--- config.mk ---
export PLATFORM = sky130hd
export DESIGN_NAME = spi_cmd_controller
export DESIGN_NICKNAME = d
export VERILOG_FILES = /design/src/rtl/spi_cmd_pkg.sv /design/src/rtl/sync_edge_detect.sv /design/src/rtl/spi_cmd_controller.sv
export SDC_FILE = /design/constraint.sdc
export NUM_CORES = 1
export LEC_CHECK = 0
export BUFFER_PORTS_ARGS = -buffer_cell sky130_fd_sc_hd__buf_4
export CORE_AREA = 2 2 104 106
export CTS_CLUSTER_SIZE = 14
export DETAILED_ROUTE_END_ITERATION = 10
export DIE_AREA = 0 0 106 108
export GPL_TIMING_DRIVEN = 0
export MAX_ROUTING_LAYER = met4
export REMOVE_ABC_BUFFERS = 1
export SLEW_MARGIN = 25
export SYNTH_ARGS = -nofsm -noshare
export SYNTH_HDL_FRONTEND = slang
export SYNTH_SLANG_ARGS = --single-unit
--- constraint.sdc ---
create_clock -name sys_clk -period 2 [get_ports sys_clk]
set_clock_uncertainty 0.1 [all_clocks]
set_input_delay 0.3 -clock sys_clk [delete_from_list [all_inputs] [get_ports sys_clk]]
set_output_delay 0.3 -clock sys_clk [all_outputs]
set_load 0.01 [all_outputs]
--- src/rtl/spi_cmd_pkg.sv ---
// Shared types and constants for the SPI command sequencer.
// Optional build macro: SPI_CMD_PARITY_EN (even parity over each SPI word).
package spi_cmd_pkg;

  localparam int DEF_WIDTH = 16;
  localparam int DEF_OPC_W = 4;
  localparam int DEF_ERR_W = 8;

  typedef enum logic [3:0] {
    OPC_NOP      = 4'h0,
    OPC_SETPOINT = 4'h1,
    OPC_KP       = 4'h2,
    OPC_LIMIT    = 4'h3,
    OPC_ENABLE   = 4'h4,
    OPC_COMMIT   = 4'hF
  } opc_e;

  typedef enum logic [1:0] {
    ST_IDLE       = 2'd0,
    ST_DECODE     = 2'd1,
    ST_WAIT_READY = 2'd2,
    ST_COMMIT     = 2'd3
  } state_e;

  // Reset fill bits, replicated to the configured payload width.
  localparam logic RST_SETPOINT_BIT = 1'b0;
  localparam logic RST_KP_BIT       = 1'b0;
  localparam logic RST_LIMIT_BIT    = 1'b1;
  localparam logic RST_ENABLE       = 1'b0;

  // Zero-extension does not change parity, so any word up to 32 bits fits.
  function automatic logic even_parity_ok(input logic [31:0] word);
    return ((^word) == 1'b0);
  endfunction

endpackage

--- src/rtl/sync_edge_detect.sv ---
// Two-flop synchroniser followed by a registered rising-edge pulse.
// The pulse appears three sys_clk edges after the asynchronous input rises.
module sync_edge_detect (
  input  logic clk_i,
  input  logic rst_ni,
  input  logic async_i,
  output logic pulse_o
);

  logic sync1_q, sync2_q, prev_q, pulse_q;

  // Synchroniser chain, edge history and registered pulse.
  always_ff @(posedge clk_i) begin
    if (!rst_ni) begin
      sync1_q <= 1'b0;
      sync2_q <= 1'b0;
      prev_q  <= 1'b0;
      pulse_q <= 1'b0;
    end else begin
      sync1_q <= async_i;
      sync2_q <= sync1_q;
      prev_q  <= sync2_q;
      pulse_q <= sync2_q & ~prev_q;
    end
  end

  assign pulse_o = pulse_q;

endmodule

--- src/rtl/spi_cmd_controller.sv ---
// SPI command sequencer: shadow register writes, gated atomic COMMIT to live outputs.
// Optional build macro: SPI_CMD_PARITY_EN (even-parity check, payload bit 0 carries parity).
module spi_cmd_controller
  import spi_cmd_pkg::*;
#(
  parameter int WIDTH  = DEF_WIDTH,
  parameter int OPC_W  = DEF_OPC_W,
  parameter int DATA_W = WIDTH - OPC_W,
  parameter int ERR_W  = DEF_ERR_W
) (
  input  logic              sys_clk,
  input  logic              sys_reset_n,
  input  logic [WIDTH-1:0]  mosi_buffer,
  input  logic              mosi_buffer_valid,
  input  logic              ctrl_ready,
  output logic [DATA_W-1:0] setpoint,
  output logic [DATA_W-1:0] kp,
  output logic [DATA_W-1:0] out_limit,
  output logic              ctrl_enable,
  output logic              cfg_update,
  output logic              busy,
  output logic [ERR_W-1:0]  err_count
);

  localparam logic [DATA_W-1:0] SP_RST    = {DATA_W{RST_SETPOINT_BIT}};
  localparam logic [DATA_W-1:0] KP_RST    = {DATA_W{RST_KP_BIT}};
  localparam logic [DATA_W-1:0] LIMIT_RST = {DATA_W{RST_LIMIT_BIT}};
  localparam logic [ERR_W-1:0]  ERR_MAX   = {ERR_W{1'b1}};

  logic              word_strobe_s;
  state_e            state_q, state_d;
  logic [WIDTH-1:0]  word_q, word_d;
  logic [DATA_W-1:0] sh_sp_q, sh_sp_d, sh_kp_q, sh_kp_d, sh_lim_q, sh_lim_d;
  logic              sh_en_q, sh_en_d;
  logic [DATA_W-1:0] lv_sp_q, lv_sp_d, lv_kp_q, lv_kp_d, lv_lim_q, lv_lim_d;
  logic              lv_en_q, lv_en_d;
  logic [ERR_W-1:0]  err_q, err_d;
  logic              cfg_update_q, cfg_update_d;
  logic              busy_q, busy_d;

  opc_e              opc_s;
  logic [DATA_W-1:0] payload_s;
  logic              en_bit_s, parity_ok_s, bad_opc_s, commit_s, err_inc_s, decode_ok_s;

  sync_edge_detect u_valid_sync (
    .clk_i   (sys_clk),
    .rst_ni  (sys_reset_n),
    .async_i (mosi_buffer_valid),
    .pulse_o (word_strobe_s)
  );

  // Field extraction and validity of the captured word.
  always_comb begin
    opc_s = opc_e'(word_q[WIDTH-1 -: OPC_W]);
`ifdef SPI_CMD_PARITY_EN
    parity_ok_s = even_parity_ok(32'(word_q));
    payload_s   = {word_q[DATA_W-1:1], 1'b0};
    en_bit_s    = payload_s[1];
`else
    parity_ok_s = 1'b1;
    payload_s   = word_q[DATA_W-1:0];
    en_bit_s    = payload_s[0];
`endif
    case (opc_s)
      OPC_NOP, OPC_SETPOINT, OPC_KP, OPC_LIMIT, OPC_ENABLE, OPC_COMMIT: bad_opc_s = 1'b0;
      default: bad_opc_s = 1'b1;
    endcase
  end

  // Next-state logic for the sequencer.
  always_comb begin
    state_d = state_q;
    case (state_q)
      ST_IDLE: begin
        if (word_strobe_s) state_d = ST_DECODE;
        else               state_d = ST_IDLE;
      end
      ST_DECODE: begin
        if (parity_ok_s && (opc_s == OPC_COMMIT)) state_d = ST_WAIT_READY;
        else                                      state_d = ST_IDLE;
      end
      ST_WAIT_READY: begin
        if (ctrl_ready) state_d = ST_COMMIT;
        else            state_d = ST_WAIT_READY;
      end
      ST_COMMIT: state_d = ST_IDLE;
      default:   state_d = ST_IDLE;
    endcase
  end

  // Datapath next values: capture, shadow writes, live commit, error counting.
  always_comb begin
    word_d   = word_q;
    sh_sp_d  = sh_sp_q;
    sh_kp_d  = sh_kp_q;
    sh_lim_d = sh_lim_q;
    sh_en_d  = sh_en_q;
    lv_sp_d  = lv_sp_q;
    lv_kp_d  = lv_kp_q;
    lv_lim_d = lv_lim_q;
    lv_en_d  = lv_en_q;
    err_d    = err_q;

    decode_ok_s = (state_q == ST_DECODE) && parity_ok_s;
    // Live registers load on the edge entering COMMIT so they are valid with the pulse.
    commit_s    = (state_q == ST_WAIT_READY) && ctrl_ready;
    // An overrun and a bad word in the same cycle collapse into one increment.
    err_inc_s   = (word_strobe_s && (state_q != ST_IDLE)) ||
                  ((state_q == ST_DECODE) && (!parity_ok_s || bad_opc_s));

    if ((state_q == ST_IDLE) && word_strobe_s) word_d = mosi_buffer;
    else                                       word_d = word_q;

    if (decode_ok_s) begin
      case (opc_s)
        OPC_SETPOINT: sh_sp_d  = payload_s;
        OPC_KP:       sh_kp_d  = payload_s;
        OPC_LIMIT:    sh_lim_d = payload_s;
        OPC_ENABLE:   sh_en_d  = en_bit_s;
        default:      sh_sp_d  = sh_sp_q;
      endcase
    end else begin
      sh_sp_d = sh_sp_q;
    end

    if (commit_s) begin
      lv_sp_d  = sh_sp_q;
      lv_kp_d  = sh_kp_q;
      lv_lim_d = sh_lim_q;
      lv_en_d  = sh_en_q;
    end else begin
      lv_sp_d = lv_sp_q;
    end

    if (err_inc_s && (err_q != ERR_MAX)) err_d = err_q + ERR_W'(1);
    else                                 err_d = err_q;

    cfg_update_d = commit_s;
    busy_d       = (state_d != ST_IDLE);
  end

  // State and datapath registers with synchronous active-low reset.
  always_ff @(posedge sys_clk) begin
    if (!sys_reset_n) begin
      state_q      <= ST_IDLE;
      word_q       <= '0;
      sh_sp_q      <= SP_RST;
      sh_kp_q      <= KP_RST;
      sh_lim_q     <= LIMIT_RST;
      sh_en_q      <= RST_ENABLE;
      lv_sp_q      <= SP_RST;
      lv_kp_q      <= KP_RST;
      lv_lim_q     <= LIMIT_RST;
      lv_en_q      <= RST_ENABLE;
      err_q        <= '0;
      cfg_update_q <= 1'b0;
      busy_q       <= 1'b0;
    end else begin
      state_q      <= state_d;
      word_q       <= word_d;
      sh_sp_q      <= sh_sp_d;
      sh_kp_q      <= sh_kp_d;
      sh_lim_q     <= sh_lim_d;
      sh_en_q      <= sh_en_d;
      lv_sp_q      <= lv_sp_d;
      lv_kp_q      <= lv_kp_d;
      lv_lim_q     <= lv_lim_d;
      lv_en_q      <= lv_en_d;
      err_q        <= err_d;
      cfg_update_q <= cfg_update_d;
      busy_q       <= busy_d;
    end
  end

  assign setpoint    = lv_sp_q;
  assign kp          = lv_kp_q;
  assign out_limit   = lv_lim_q;
  assign ctrl_enable = lv_en_q;
  assign cfg_update  = cfg_update_q;
  assign busy        = busy_q;
  assign err_count   = err_q;

endmodule

==> results.md, run 1 <==
* Status: finished clean
* R2R cell count at 6
* Area Growth Syn to Fin at 19.87%
* I/O Buffers at 66
* Met3 Resource Use GR at 0.02532
* Met2 GRT Util at 0.2475
* Max-cap violations at 0
* Highest Clock Rate at 555.5 MHz
* Final #Nets at 519
* Static Leak at 0.001959 uW
* Bufs and invs on worst path at 0
* Drt initial violations at 107
* Reg clk slew, reported paths at around 0.10 ns
* Cells along the critical path: ha_1, nand2_1, nor2_1, a32oi_4, and3_1, o21a_1
* Register area share after synthesis at 0.5290
* Crit path DAT at 1.95 ns
* Post-Syn Instances at 445
* DRT Pass-1 Iters at 4
* Worst vdd ir at 297.9 uV
* CTS buffer count at 9
* Post-synth top area cell: dfxtp_1
* Hold_buf cts at 0
* Crit share post-route at 0.9000
* Slowest cell on crit path: dfxtp_1
* Number of H-tree levels at 3
* Die ar. at 0.01145 mm2
* Commonest non-fill, non-tap cell in the layout: nand2_1
* N_diodes at 0
* Crit Reg-Reg Endpoint: err_count[5]
* Vias per cell at about 4.7
* Pin count of the biggest net entering global routing at 110
* Worst setup SP type: flop
* Crit path depth at 6
* Req. time, crit path at 2.15 ns
* Clock Tree Root: clkbuf_8
* Clock buffer depth at 2
* Hold Fails Final Rpt at 0
* Final min period at 1.800 ns
* Worst hold-check path type: in2reg
* Skew-Pair Late Insertion Delay at 0.36 ns
* Critical path's top delay family: simple AND/OR/NAND/NOR gates
* Starting Density at 0.3921
* Share of cells above drive strength 1 at 0.1849
* Die W at 106 um
* CTS tree: done
* DP HPWL at 5022 um
* Total routed wirelength at 8098 um
* Vias post-DR at 2975
* Post-route insts no fill at about 640
* Critical Path End Type: flop
* Placer Congestion at 0.7383
* Final Max Slew Viols at 0
* Worst-Margin Slew at 0.9012 ns
* Height of the die at roughly 110 um
* Setup-failing EPs final at 0
* Crit path max fanout at 10
* Placed cell count at around 620
* Synthesis Warnings at 0
* CTS sink count at 106
* Hold depth at 2
* Mapped Area at 0.004011 mm2
* Placed cell area at approximately 0.0046 mm2
* Hold Path Origin: mosi_buffer_valid
* Antenna violations before repair at 0
* Synthesis-stage register bit count at between 100 and 150
* Max-slew headroom at 0.3992
* Yosys top cell area share at 0.5290
* # DRC at 0
* Total track usage at 0.1491
* Most frequent cells in the layout: 140 x nand2_1, 106 x dfxtp_1, 68 x buf_4, 36 x a21boi_0, 28 x nand3_1
* CP Class: reg2reg
* R2R setup slack at 0.20 ns
* GR Util met1 at 0.1838
* Worst reg2reg startpoint: err_count[0]
* Area contributors post-synth: dfxtp_1 53%, nand2_1 13%, a21boi_0 6.7%
* Antenna viol nets, final at 0
* Unrepaired setup endpoints after global routing: no
* Hold endpoint: u_valid_sync.sync1_q
* Overflow after GRT at 0
* Yosys cell types at 35
* Site Rows at 37
* Avg Inst Size Synth at 9.014 um2
* Pwr Density at ~750 mW/mm2
* GR peak layer: met2
* Post-DR wirelength/cell at 12.67 um
* IO Pins at 67
* Core ar. at 0.01023 mm2
* Slowest Stage Delay on Critical Path at 0.41 ns
* Fill cells at between 1000 and 1500
* First-pass GRT wire length at ~13000 um
* Vias in the first global route at about 2600
* Post-route cell area at 0.004808 mm2
==> synth_stat cells <==
cell type,number
clkbuf_1,17
and3b_1,1
nor2_1,5
a21oi_1,3
buf_1,1
buf_2,7
mux2i_1,27
xor2_1,1
nor2b_1,27
nand4bb_1,1
and2_2,1
nand2_1,140
and3_1,1
nand4_1,2
o2111ai_2,1
o21a_1,2
a21boi_0,36
buf_4,1
and2_1,7
nand2b_1,4
ha_1,1
nor3_1,1
inv_1,4
nor4b_2,1
and2b_4,1
a21boi_1,6
nand3b_1,2
a32oi_4,1
nand4b_1,1
buf_12,1
a41o_1,1
or2_2,2
nand3_1,28
dfxtp_1,106
o21ai_0,4
==> state kept, by name, summed over array words and instances (netlist names) <==
| signal | cells |
|---|---|
| word_q | 16 |
| kp | 12 |
| out_limit | 12 |
| setpoint | 12 |
| sh_kp_q | 12 |
| sh_lim_q | 12 |
| sh_sp_q | 12 |
| err_count | 8 |
| state_q | 2 |
| busy | 1 |
| cfg_update | 1 |
| ctrl_enable | 1 |
| sh_en_q | 1 |
| u_valid_sync.prev_q | 1 |
| u_valid_sync.pulse_o | 1 |
| u_valid_sync.sync1_q | 1 |
| u_valid_sync.sync2_q | 1 |
==> per-stage QoR <==
step / total power, uW / setup TNS [ns] / hold WS (ns) / util / worst slack (ns)
after floorplan: 2210 / -2.045 / 0.2674 / - / -0.07012
after global placement: 2276 / -40.32 / 0.2734 / 0.4444 / -1.156
after detailed placement: 2277 / -1.314 / 0.2732 / 0.4478 / -0.1243
after CTS: 3630 / 0 / 0.02931 / 0.4700 / 0.1838
after global routing: 3740 / 0 / 0.02821 / 0.4700 / 0.03078
final: 3590 / 0 / 0.04989 / 0.4700 / 0.1999
==> worst reg2reg max path, delay by kind of cell (launching register included) <==
family	cells	cell delay, ns
and+or+nand+nor	3	0.57
DFF	1	0.41
AOI/OAI and AO/OA	2	0.37
adders and majority gates	1	0.25
==> logic make-up (layout without fill, tap and decap cells) <==
logic type,after synthesis,after routing,share of synthesized area
buffers and inverters,31,89,0.03618
AND/OR/NAND/NOR,225,225,0.2579
AO/OA/AOI/OAI,54,54,0.1042
flip-flops,106,106,0.5290
adder cells (fa/ha/maj),1,1,0.003119
multiplexers,27,27,0.06737
XOR/XNOR,1,1,0.002184
==> how the worst max path moves through the flow <==
stage                            start           end  slack [ns]
after floorplan             state_q[0]   ctrl_enable       -0.07
after global placement      state_q[0]         kp[9]       -1.16
after detailed placement    state_q[1]    sh_sp_q[6]       -0.12
after CTS                   state_q[1]   sh_lim_q[2]        0.18
after global routing        state_q[1]   sh_lim_q[8]        0.03
final                     err_count[0]  err_count[5]        0.20
==> metal layers <==
| layer | up-vias | wire length [um] |
|---|---|---|
| li1 | 1559 | - |
| met1 | 1356 | 3867 |
| met2 | 51 | 3868 |
| met3 | 9 | 259 |
| met4 | 0 | 102 |
| met5 | - | 0 |
==> power breakdown <==
group	switching, uW	internal, uW	total [uW]
combinational	47.2	50.4	97.6
clock	737	627	1360
sequential	8.80	2120	2130
==> area by class of cell <==
type | count | area (um2) | share of cell area
Clock buffer | 10 | 137.6 | 0.02862
Sequential cell | 106 | 2122 | 0.4413
Tap cell | 136 | 170.2 | 0.03539
Multi-Input combinational cell | 308 | 1754 | 0.3648
Inverter | 4 | 15.01 | 0.003123
Clock inverter | 6 | 71.32 | 0.01483
Timing Repair Buffer | 69 | 538.0 | 0.1119
==> repair_timing <==
action                     4_1_cts  5_1_grt
setup endpoints to repair       13        0
buffers inserted                 2        0
resized for setup                1        0
No activity file was read; power rests on OpenSTA's default activity.
==> run 2, diff against run 1 <==
==> constraint.sdc (replaced) <==
create_clock -name sys_clk -period 2 [get_ports sys_clk]
set_clock_uncertainty 0.1 [all_clocks]
set_input_delay 0.1 -clock sys_clk [delete_from_list [all_inputs] [get_ports sys_clk]]
set_output_delay 0.1 -clock sys_clk [all_outputs]
set_load 0.01 [all_outputs]
==> run 2 against run 1 <==
  * Non-clock buffer count up 17
  * Wire length up 0.93%
  * Maximum frequency up 0.24%
  * Utilization up 1.7 points
  * Combinational power up 27%
  * Highest routed layer unchanged
  * Register-to-register slack about the same
  * Die area unchanged
  * Largest cell class unchanged
  * Global-route usage up 0.25 points
  * Critical endpoint unchanged
  * Design area up 3.5%
  * Clock-buffer cell count unchanged
  * Via count up 2.5%
==> results.md, run 2 (synthesized netlist as in run 1, its figures left out) <==
* Final min period at between 1.5 and 2 ns
* Fill cells at 1028
* Sequential power share at 0.588
* Critical path's top delay family: simple AND/OR/NAND/NOR gates
* Overflow after GRT at 0
* Vias per cell at ~4.6
* Most frequent cells in the layout: 140 x nand2_1, 106 x dfxtp_1, 68 x buf_4, 36 x a21boi_0, 28 x nand3_1
* Highest Clock Rate at 556.9 MHz
* I/O Buffers at 66
* Switching pwr at roughly 800 uW
* Post-DR wirelength/cell at 12.46 um
* DRT Pass-1 Iters at 4
* Sw Share at 0.2211
* Worst-Margin Slew at about 0.91 ns
* Met2 wire len at between 3000 and 4000 um
* IO Pins at between 60 and 70
* Crit share post-route at 0.8979
* Core ar. at roughly 0.010 mm2
* Placed cell area at between 0.004 and 0.005 mm2
* Number of H-tree levels at 3
* Total routed wirelength at between 8000 and 9000 um
* Share of cells above drive strength 1 at 0.1788
* Die W at 106 um
* Met3 wire length at 235 um
* Combinational share of power at 0.034
* Unrepaired setup endpoints after global routing: no
* CTS buffer count at 9
* Cells along the critical path: ha_1, nand2_1, nor2_1, a32oi_4, and3_1, o21a_1
* Starting Density at 0.3921
* Max reg flops at 16
* Pwr Density at 726.9 mW/mm2
* N_diodes at 0
* Crit path DAT at 1.95 ns
* Bufs and invs on worst path at 0
* Clock power frac at 0.377
* Area Growth Syn to Fin at 24.11%
* Crit path max fanout at 10
* Hold Fails Final Rpt at 0
* Fin util at 0.4866
* Height of the die at between 100 and 150 um
* Critical Path End Type: flop
* CTS sink count at 106
* Antenna violations before repair at 0
* Reg clk slew, reported paths at 0.10 ns
* DP HPWL at 5022 um
* CTS tree: done
* Die ar. at 0.01145 mm2
* Skew-Pair Late Insertion Delay at approximately 0.36 ns
* Vias post-DR at 3048
* Most flop-heavy register: word_q
* Hold depth at 5
* Slowest cell on crit path: dfxtp_1
* Worst vdd ir at 301.6 uV
* Drt initial violations at 111
* Clock Tree Root: clkbuf_8
* Status: finished clean
* Vias in the first global route at 2725
* Req. time, crit path at about 2.2 ns
* Post-route cell area at 0.004979 mm2
* Static Leak at 0.002030 uW
* Clock buffer depth at 2
* Max-cap violations at 0
* # DRC at 0
* Total track usage at 0.1516
* R2R cell count at 6
* Setup-failing EPs final at 0
* Pin count of the biggest net entering global routing at 110
* Site Rows at 37
* Antenna viol nets, final at 0
* Final Max Slew Viols at 0
* P_int at 2819 uW
* First-pass GRT wire length at 13300 um
* Final #Nets at 536
* CP Class: reg2reg
* Placer Congestion at 0.7383
* Slowest Stage Delay on Critical Path at 0.41 ns
* Worst setup SP type: flop
* Crit path depth at 6
* Max-slew headroom at 0.3949
* Top Metal Used: met4
* Commonest non-fill, non-tap cell in the layout: nand2_1
* M1 WL at 3882 um
* Worst hold-check path type: in2reg
-- run 2: cell count changes in the layout (fill, tap and decap cells not counted) --
| cell | delta |
|---|---|
| dlygate4sd3_1 | +17 |
-- run 2: metrics by stage --
step / instances / power (uW) / setup TNS (ns) / worst slack (ns) / hold WS, ns
5_1_grt: 656 / 3768 / 0 / 0.03078 / 0.1432
2_1_floorplan: 418 / 2210 / -2.045 / -0.07012 / 0.07183
3_3_place_gp: 620 / 2276 / -40.32 / -1.156 / 0.2104
4_1_cts: 656 / 3657 / 0 / 0.1838 / 0.1257
3_5_place_dp: 621 / 2277 / -1.314 / -0.1243 / 0.2126
6_report: 656 / 3619 / 0 / 0.2042 / 0.1389
-- run 2: repair_timing --
| action | in CTS | in global routing |
|---|---|---|
| hold buffers | 17 | 0 |
| setup endpoints to repair | 13 | 0 |
| setup buffers | 2 | 0 |
| hold endpoints to repair | 17 | 0 |
| resized for setup | 1 | 0 |
-- run 2: final cells by class --
class | instances | area, um2 | share of cell area
sequential | 106 | 2122 | 0.4262
multi-input combinational | 308 | 1754 | 0.3523
timing repair buffer | 86 | 708.2 | 0.1422
tap | 136 | 170.2 | 0.03418
clock buffer | 10 | 137.6 | 0.02765
clock inverter | 6 | 71.32 | 0.01433
inverter | 4 | 15.01 | 0.003016
-- run 2: final timing paths --
path | start | endpoint | slack [ns]
setup reg to reg | err_count[0] | err_count[5] | 0.20
setup / recovery | err_count[0] | err_count[5] | 0.20
hold reg to reg | u_valid_sync.prev_q | u_valid_sync.pulse_o | 0.29
hold / removal | ctrl_ready | setpoint[10] | 0.14
-- run 2: power by group through the flow --
| stage | logic, uW | clock network (uW) | registers, uW |
|---|---|---|---|
| final | 124 | 1370 | 2130 |
| after global routing | 136 | 1500 | 2130 |
| after CTS | 126 | 1400 | 2130 |
| after detailed placement | 99.3 | 0 | 2180 |
| after global placement | 98.7 | 0 | 2180 |
| after floorplan | 34.2 | 0 | 2180 |
-- run 2: metal layers --
| layer | GRT usage | vias up |
|---|---|---|
| li1 | - | 1593 |
| met1 | 0.1845 | 1399 |
| met2 | 0.2548 | 47 |
| met3 | 0.02592 | 9 |
| met4 | 0.05451 | 0 |
| met5 | - | - |
-- run 2: worst min-delay path: stages --
cell and delay [ns]:
buf_4 0.11, inv_1 0.10, nor2_4 0.10, nand2_1 0.08
a21boi_1 0.05
